--- src/rtl/edge_event_monitor_pkg.sv ---
// Shared types for the edge event monitor: the per-channel edge mode encoding.
// Latency: n/a (types only).
// Backpressure: n/a (types only).
package edge_mon_pkg;

    localparam int MODE_W = 2;

    typedef enum logic [MODE_W-1:0] {
        EDGE_OFF  = 2'b00,
        EDGE_RISE = 2'b01,
        EDGE_FALL = 2'b10,
        EDGE_BOTH = 2'b11
    } edge_mode_e;

endpackage

--- src/rtl/edge_event_monitor_if.sv ---
// Bundle of monitor inputs (samples, modes, clears, read select) and results.
// Latency: n/a (wiring only).
// Backpressure: none; every signal is sampled or presented each cycle.
// Ports: master drives sig_in/mode/sticky_clr/cnt_clr/rd_sel and observes results;
//        slave (the monitor) does the opposite.
interface edge_event_monitor_if
    import edge_mon_pkg::*;
#(
    parameter int CH    = 4,
    parameter int CNT_W = 8
);
    localparam int SEL_W = (CH > 1) ? $clog2(CH) : 1;

    logic [CH-1:0]        sig_in;
    logic [MODE_W*CH-1:0] mode;
    logic [CH-1:0]        sticky_clr;
    logic                 cnt_clr;
    logic [SEL_W-1:0]     rd_sel;
    logic [CH-1:0]        rose;
    logic [CH-1:0]        fell;
    logic [CH-1:0]        evt;
    logic                 any_evt;
    logic [CH-1:0]        sticky;
    logic [CNT_W-1:0]     rd_data;
    logic                 rd_sat;

    modport master (
        output sig_in, mode, sticky_clr, cnt_clr, rd_sel,
        input  rose, fell, evt, any_evt, sticky, rd_data, rd_sat
    );

    modport slave (
        input  sig_in, mode, sticky_clr, cnt_clr, rd_sel,
        output rose, fell, evt, any_evt, sticky, rd_data, rd_sat
    );

endinterface

--- src/rtl/edge_event_monitor_chan.sv ---
// One monitored channel: history, rise/fall/event pulses, sticky flag, saturating counter.
// Latency: pulses, sticky and counter update at the edge that samples the transition.
// Backpressure: none; the first edge after reset only loads history.
// Ports: sig/mode/sticky_clr/cnt_clr in; rose/fell/evt registered out, evt_nxt is the
//        next-state event for the shared any_evt register, cnt/sat expose the counter.
module edge_chan
    import edge_mon_pkg::*;
#(
    parameter int   CNT_W    = 8,
    parameter logic INIT_VAL = 1'b0
) (
    input  logic             clk,
    input  logic             rst,
    input  logic             sig,
    input  edge_mode_e       mode,
    input  logic             sticky_clr,
    input  logic             cnt_clr,
    output logic             rose,
    output logic             fell,
    output logic             evt,
    output logic             evt_nxt,
    output logic             sticky,
    output logic [CNT_W-1:0] cnt,
    output logic             sat
);
    localparam logic [CNT_W-1:0] CNT_MAX = '1;

    logic hist;
    logic hist_vld;
    logic rose_n;
    logic fell_n;

    // Gating with hist_vld keeps INIT_VAL from producing an edge on the first sample.
    always_comb begin
        rose_n  = hist_vld & sig & ~hist;
        fell_n  = hist_vld & ~sig & hist;
        evt_nxt = 1'b0;
        case (mode)
            EDGE_RISE: evt_nxt = rose_n;
            EDGE_FALL: evt_nxt = fell_n;
            EDGE_BOTH: evt_nxt = rose_n | fell_n;
            default:   evt_nxt = 1'b0;
        endcase
    end

    always_ff @(posedge clk or posedge rst) begin
        if (rst) begin
            hist     <= INIT_VAL;
            hist_vld <= 1'b0;
            rose     <= 1'b0;
            fell     <= 1'b0;
            evt      <= 1'b0;
            sticky   <= 1'b0;
            cnt      <= '0;
        end else begin
            hist     <= sig;
            hist_vld <= 1'b1;
            rose     <= rose_n;
            fell     <= fell_n;
            evt      <= evt_nxt;
            // A new event outranks a clear landing on the same edge.
            sticky   <= evt_nxt | (sticky & ~sticky_clr);
            // Clear outranks a coincident event; the event is dropped, not deferred.
            if (cnt_clr)
                cnt <= '0;
            else if (evt_nxt && cnt != CNT_MAX)
                cnt <= cnt + 1'b1;
        end
    end

    assign sat = (cnt == CNT_MAX);

endmodule

--- src/rtl/edge_event_monitor.sv ---
// Multi-channel edge detector/event counter with per-channel sticky flags and a counter read mux.
// Latency: one cycle from sampled transition to rose/fell/evt/any_evt; rd_data is combinational.
// Backpressure: none; inputs are sampled every clk edge.
// Ports: clk, rst (async, active-high), bus (slave modport of edge_event_monitor_if).
module edge_event_monitor
    import edge_mon_pkg::*;
#(
    parameter int            CH       = 4,
    parameter int            CNT_W    = 8,
    parameter logic [CH-1:0] INIT_VAL = '0
) (
    input  logic                  clk,
    input  logic                  rst,
    edge_event_monitor_if.slave   bus
);
    localparam int SEL_W = (CH > 1) ? $clog2(CH) : 1;

    logic [CH-1:0]    rose_v;
    logic [CH-1:0]    fell_v;
    logic [CH-1:0]    evt_v;
    logic [CH-1:0]    evt_nxt_v;
    logic [CH-1:0]    sticky_v;
    logic [CH-1:0]    sat_v;
    logic [CNT_W-1:0] cnt_a [CH];
    logic             any_evt_q;

    for (genvar i = 0; i < CH; i++) begin : g_chan
        edge_chan #(
            .CNT_W    (CNT_W),
            .INIT_VAL (INIT_VAL[i])
        ) u_chan (
            .clk        (clk),
            .rst        (rst),
            .sig        (bus.sig_in[i]),
            .mode       (edge_mode_e'(bus.mode[MODE_W*i +: MODE_W])),
            .sticky_clr (bus.sticky_clr[i]),
            .cnt_clr    (bus.cnt_clr),
            .rose       (rose_v[i]),
            .fell       (fell_v[i]),
            .evt        (evt_v[i]),
            .evt_nxt    (evt_nxt_v[i]),
            .sticky     (sticky_v[i]),
            .cnt        (cnt_a[i]),
            .sat        (sat_v[i])
        );
    end

    // Built from next-state events so it rises in the same cycle as evt.
    always_ff @(posedge clk or posedge rst) begin
        if (rst)
            any_evt_q <= 1'b0;
        else
            any_evt_q <= |evt_nxt_v;
    end

    // Selects beyond the last channel read as zero.
    always_comb begin
        bus.rd_data = '0;
        bus.rd_sat  = 1'b0;
        for (int i = 0; i < CH; i++) begin
            if (bus.rd_sel == SEL_W'(i)) begin
                bus.rd_data = cnt_a[i];
                bus.rd_sat  = sat_v[i];
            end
        end
    end

    assign bus.rose    = rose_v;
    assign bus.fell    = fell_v;
    assign bus.evt     = evt_v;
    assign bus.any_evt = any_evt_q;
    assign bus.sticky  = sticky_v;

endmodule

--- src/flat_wrapper.sv ---
// flat-port wrapper written by rule: the top's interface ports become plain ports
module edge_event_monitor_flat import edge_mon_pkg::*;
#(
    parameter int            CH       = 4,
    parameter int            CNT_W    = 8,
    parameter logic [CH-1:0] INIT_VAL = '0
)
  (clk, rst, bus_sig_in, bus_mode, bus_sticky_clr, bus_cnt_clr, bus_rd_sel, bus_rose, bus_fell, bus_evt, bus_any_evt, bus_sticky, bus_rd_data, bus_rd_sat);
  edge_event_monitor_if #(.CH(CH), .CNT_W(CNT_W)) bus_i ();
  input  logic clk;
  input  logic rst;
  input wire logic [$bits(bus_i.sig_in)-1:0] bus_sig_in;
  input wire logic [$bits(bus_i.mode)-1:0] bus_mode;
  input wire logic [$bits(bus_i.sticky_clr)-1:0] bus_sticky_clr;
  input wire logic [$bits(bus_i.cnt_clr)-1:0] bus_cnt_clr;
  input wire logic [$bits(bus_i.rd_sel)-1:0] bus_rd_sel;
  output wire logic [$bits(bus_i.rose)-1:0] bus_rose;
  output wire logic [$bits(bus_i.fell)-1:0] bus_fell;
  output wire logic [$bits(bus_i.evt)-1:0] bus_evt;
  output wire logic [$bits(bus_i.any_evt)-1:0] bus_any_evt;
  output wire logic [$bits(bus_i.sticky)-1:0] bus_sticky;
  output wire logic [$bits(bus_i.rd_data)-1:0] bus_rd_data;
  output wire logic [$bits(bus_i.rd_sat)-1:0] bus_rd_sat;
  assign bus_i.sig_in = bus_sig_in;
  assign bus_i.mode = bus_mode;
  assign bus_i.sticky_clr = bus_sticky_clr;
  assign bus_i.cnt_clr = bus_cnt_clr;
  assign bus_i.rd_sel = bus_rd_sel;
  assign bus_rose = bus_i.rose;
  assign bus_fell = bus_i.fell;
  assign bus_evt = bus_i.evt;
  assign bus_any_evt = bus_i.any_evt;
  assign bus_sticky = bus_i.sticky;
  assign bus_rd_data = bus_i.rd_data;
  assign bus_rd_sat = bus_i.rd_sat;
  edge_event_monitor #(.CH(CH), .CNT_W(CNT_W), .INIT_VAL(INIT_VAL)) u_core (.clk(clk), .rst(rst), .bus(bus_i));
endmodule
--- config.mk ---
export PLATFORM = sky130hd
export DESIGN_NAME = edge_event_monitor_flat
export DESIGN_NICKNAME = d
export VERILOG_FILES = /design/src/rtl/edge_event_monitor_pkg.sv /design/src/rtl/edge_event_monitor_if.sv /design/src/rtl/edge_event_monitor_chan.sv /design/src/rtl/edge_event_monitor.sv /design/src/flat_wrapper.sv
export SDC_FILE = /design/constraint.sdc
export NUM_CORES = 1
export LEC_CHECK = 0
export CAP_MARGIN = 20
export CORE_MARGIN = 2
export CORE_UTILIZATION = 55
export CTS_BUF_LIST = sky130_fd_sc_hd__clkbuf_4 sky130_fd_sc_hd__clkbuf_8
export DETAILED_ROUTE_END_ITERATION = 6
export PLACE_DENSITY = 0.84
export SYNTH_ARGS = -nofsm -noshare
export SYNTH_HDL_FRONTEND = slang
export SYNTH_SLANG_ARGS = --single-unit
export TNS_END_PERCENT = 100
--- constraint.sdc ---
create_clock -name clk -period 2.2 [get_ports clk]
set_clock_uncertainty 0.1 [all_clocks]
set_input_delay 0.22 -clock clk [delete_from_list [all_inputs] [get_ports clk]]
set_output_delay 0.22 -clock clk [all_outputs]
set_load 0.01 [all_outputs]
==> results.toml <==
[power_and_ir_drop]
seqPwrFrac = 0.558
swShare = 0.261
p_comb_frac = 0.120
ir_drop_mv = 0.479
total_power_w = 0.00186
intPower_w = 0.00138
p_sw_w = 0.000486
leakage_nw = 1.67
p_clk_frac = 0.322
power_density_nw_per_um2 = 517

[placed_design]
pre_cts_ws_ns = -0.0752
dp_hpwl_um = 5000
place.gp.congestion = 0.945
port_buffers = 46

[setup_path]
setup.worst_path.class = "flip-flop to output port"
arrival_ns = 1.83
cp_max_fo = 5
startpoint_type = "flip-flop"
crit_start = "u_core.g_chan[3].u_chan.cnt[1]"
endpoint_kind = "output port"
cp.required_ns = 1.88
r2r-start = "u_core.g_chan[0].u_chan.hist_vld"

[timing]
layout_min_cycle_time_ns = 2.15
hold_viol = 0
finalSetupViolations = 0
rsz0062_at_grt = "no"
setup_ws_ns = 0.0495
min_period_over_period = 0.977
tns_ns = 0
tightest_slew_ns = 0.560
slew_headroom = 0.617
slew_viol_final = 0
fmax_mhz = 465

[logic_synthesis]
synth_area_um2 = 2840
synth_nets = 291
synth_area_per_cell_um2 = 10.7
yosysWarnings = 0
synth.distinct_cells = 41
seq_area_frac_synth = 0.477
syn_inst = 266
ys_ff_latch = 54

[floorplan]
die_h_um = 75.8
io_pins = 47
floorplan.die_area_um2 = 5740
initial_utilization = 0.562
die_w_um = 75.8
core_um2 = 5040
rows = 26

[detailed_routing]
dr.pass1.iters = 4
route.detailed.drc = 0
vias = 2345
drtIter0Drc = 163
routed_via_density = 5.89
wire_per_inst_um = 16.9
drtAntennaViolNets = 0
wirelength_um = 6710

[global_routing]
grt_pass1_wl_um = 10900
grt_overflow_total = 0
antenna_found_initial = 0
grt_pass1_vias = 2260
grt_usage = 0.257
grt_max_degree = 35

[clock_tree]
clk_pin_slew_ns = 0.11
cts.htree.levels = 2
cts.root.buffer_cell = "clkbuf_8"
cts_buffer_depth = 2
cts_sinks = 54
insertion_delay_ns = 0.33
cts_tree = "done"
cts_made_buffers = 5

[layout]
final_core_util = 0.714
drive_above_1_share = 0.171
regArea_um2 = 1350
fill_cells = 384
fin_nets = 352
diodes = 0
multiInputGateArea_um2 = 1300
area_growth_pct = 27.1

[run]
maxCapViolCount = 0

[outcome]
status = "completed"

[worst_hold_path]
hold_class = "input port to async pin"
==> final timing paths <==
check / end / slack (ns) / cells after the start
worst min-delay path: u_core.g_chan[0].u_chan.hist / 0.11 / 2
worst min register to register: u_core.g_chan[2].u_chan.sticky / 0.42 / 2
worst max register to register: u_core.g_chan[3].u_chan.cnt[7] / 0.20 / 4
max in group asynchronous: u_core.g_chan[1].u_chan.cnt[4] / 1.34 / 3
worst max-delay path: bus_rd_data[1] / 0.05 / 3
min in group clk: u_core.g_chan[0].u_chan.hist / 0.30 / 1
==> flip-flops by register name (all words and copies together), names as in the netlist <==
| name | count |
|---|---|
| u_core.g_chan.u_chan.sticky | 4 |
| u_core.g_chan.u_chan.fell | 4 |
| u_core.g_chan.u_chan.cnt | 32 |
| u_core.g_chan.u_chan.rose | 4 |
| u_core.g_chan.u_chan.evt | 4 |
| u_core.g_chan.u_chan.hist_vld | 1 |
| u_core.g_chan.u_chan.hist | 4 |
| u_core.bus.any_evt | 1 |
==> power groups by stage <==
stage / sequential, W / clock, W / combinational (W)
after floorplan: 0.00106 / 0 / 0.000118
after global placement: 0.00106 / 0 / 0.000221
after detailed placement: 0.00106 / 0 / 0.000228
after CTS: 0.00104 / 0.000608 / 0.000226
after global routing: 0.00104 / 0.000646 / 0.000246
final: 0.00104 / 0.000600 / 0.000224
==> repair_timing <==
action	in CTS	in global routing
hold buffers	0	0
gates resized for setup	4	9
endpoints found under the setup margin	9	8
buffers inserted	1	0
==> final cells by class <==
cell class / instances / area share
Timing Repair Buffer: 79 / 0.203
Clock inverter: 3 / 0.00799
Inverter: 8 / 0.00834
Clock buffer: 5 / 0.0191
Multi-Input combinational cell: 179 / 0.362
Sequential cell: 54 / 0.375
Tap cell: 70 / 0.0243
==> logic make-up (layout without fill, tap and decap cells) <==
kind of cell               after synthesis  after routing  share of synthesized area
buffers and inverters                   33             95                     0.0649
other                                    1              1                    0.00132
adders and majority gates                4              4                     0.0177
muxes                                   16             16                     0.0931
and+or+nand+nor                        101            101                      0.210
xor gates and xnor gates                 8              8                     0.0247
AOI/OAI and AO/OA                       49             49                      0.112
DFF                                     54             54                      0.477
==> worst max-delay path: stages (launching register included) <==
cell	delay, ns
dfrtp_1	0.40
buf_4	0.15
mux4_2	0.46
clkdlybuf4s50_1	0.50
==> layer usage <==
layer	routed length (um)	track usage	vias to the layer above
met1	2830	0.343	1159
met4	193	0.101	0
met2	3260	0.412	79
met3	436	0.0569	16
met5	0	0	-
li1	-	-	1091
==> metrics by stage <==
| stage | instances | instance area [um2] | hold WS (ns) |
|---|---|---|---|
| floorplan | 266 | 2840 | 0.151 |
| global placement | 389 | 3480 | 0.391 |
| detailed placement | 389 | 3480 | 0.400 |
| CTS | 398 | 3580 | 0.127 |
| global route | 398 | 3600 | 0.144 |
| finish | 398 | 3600 | 0.111 |
==> placed cells by master, fill, tap and decap left out, types with 8 or more instances in the layout <==
cell type	netlist	final
dfrtp_1	54	54
clkdlybuf4s50_1	0	37
buf_4	16	32
a21oi_1	19	19
nor2_1	18	18
nand3_1	16	16
nand2_1	13	13
mux4_2	8	8
o21ai_0	9	8
==> synth_stat cells (all sizes together) <==
master   number  area, um2
dfrtp        54       1350
a21oi        19       95.1
buf          18        128
nor2         18       67.6
nand3        16       80.1
nand2        13       48.8
o21ai         9       45.0
inv           8       30.0
mux4          8        180
and3b         7       61.3
clkbuf        7       26.3
nand4b        7       61.3
a2111oi       6       52.6
and4          6       52.6
or3           6       37.5
or4           6       45.0
xnor2         6       52.6
mux2i         5       50.1
nand2b        5       31.3
nand4         5       31.3
nor2b         5       31.3
o31ai         5       37.5
ha            4       50.1
mux2          3       33.8
a21boi        2       18.8
a311oi        2       17.5
and3          2       12.5
o2bb2ai       2       17.5
xor2          2       17.5
a22oi         1       7.51
a31oi         1       6.26
a41o          1       10.0
and2          1       6.26
and4b         1       10.0
conb          1       3.75
nand3b        1       7.51
nor3          1       5.00
o41ai         1       8.76
or2           1       6.26
Power figures use the tool's default switching activity.
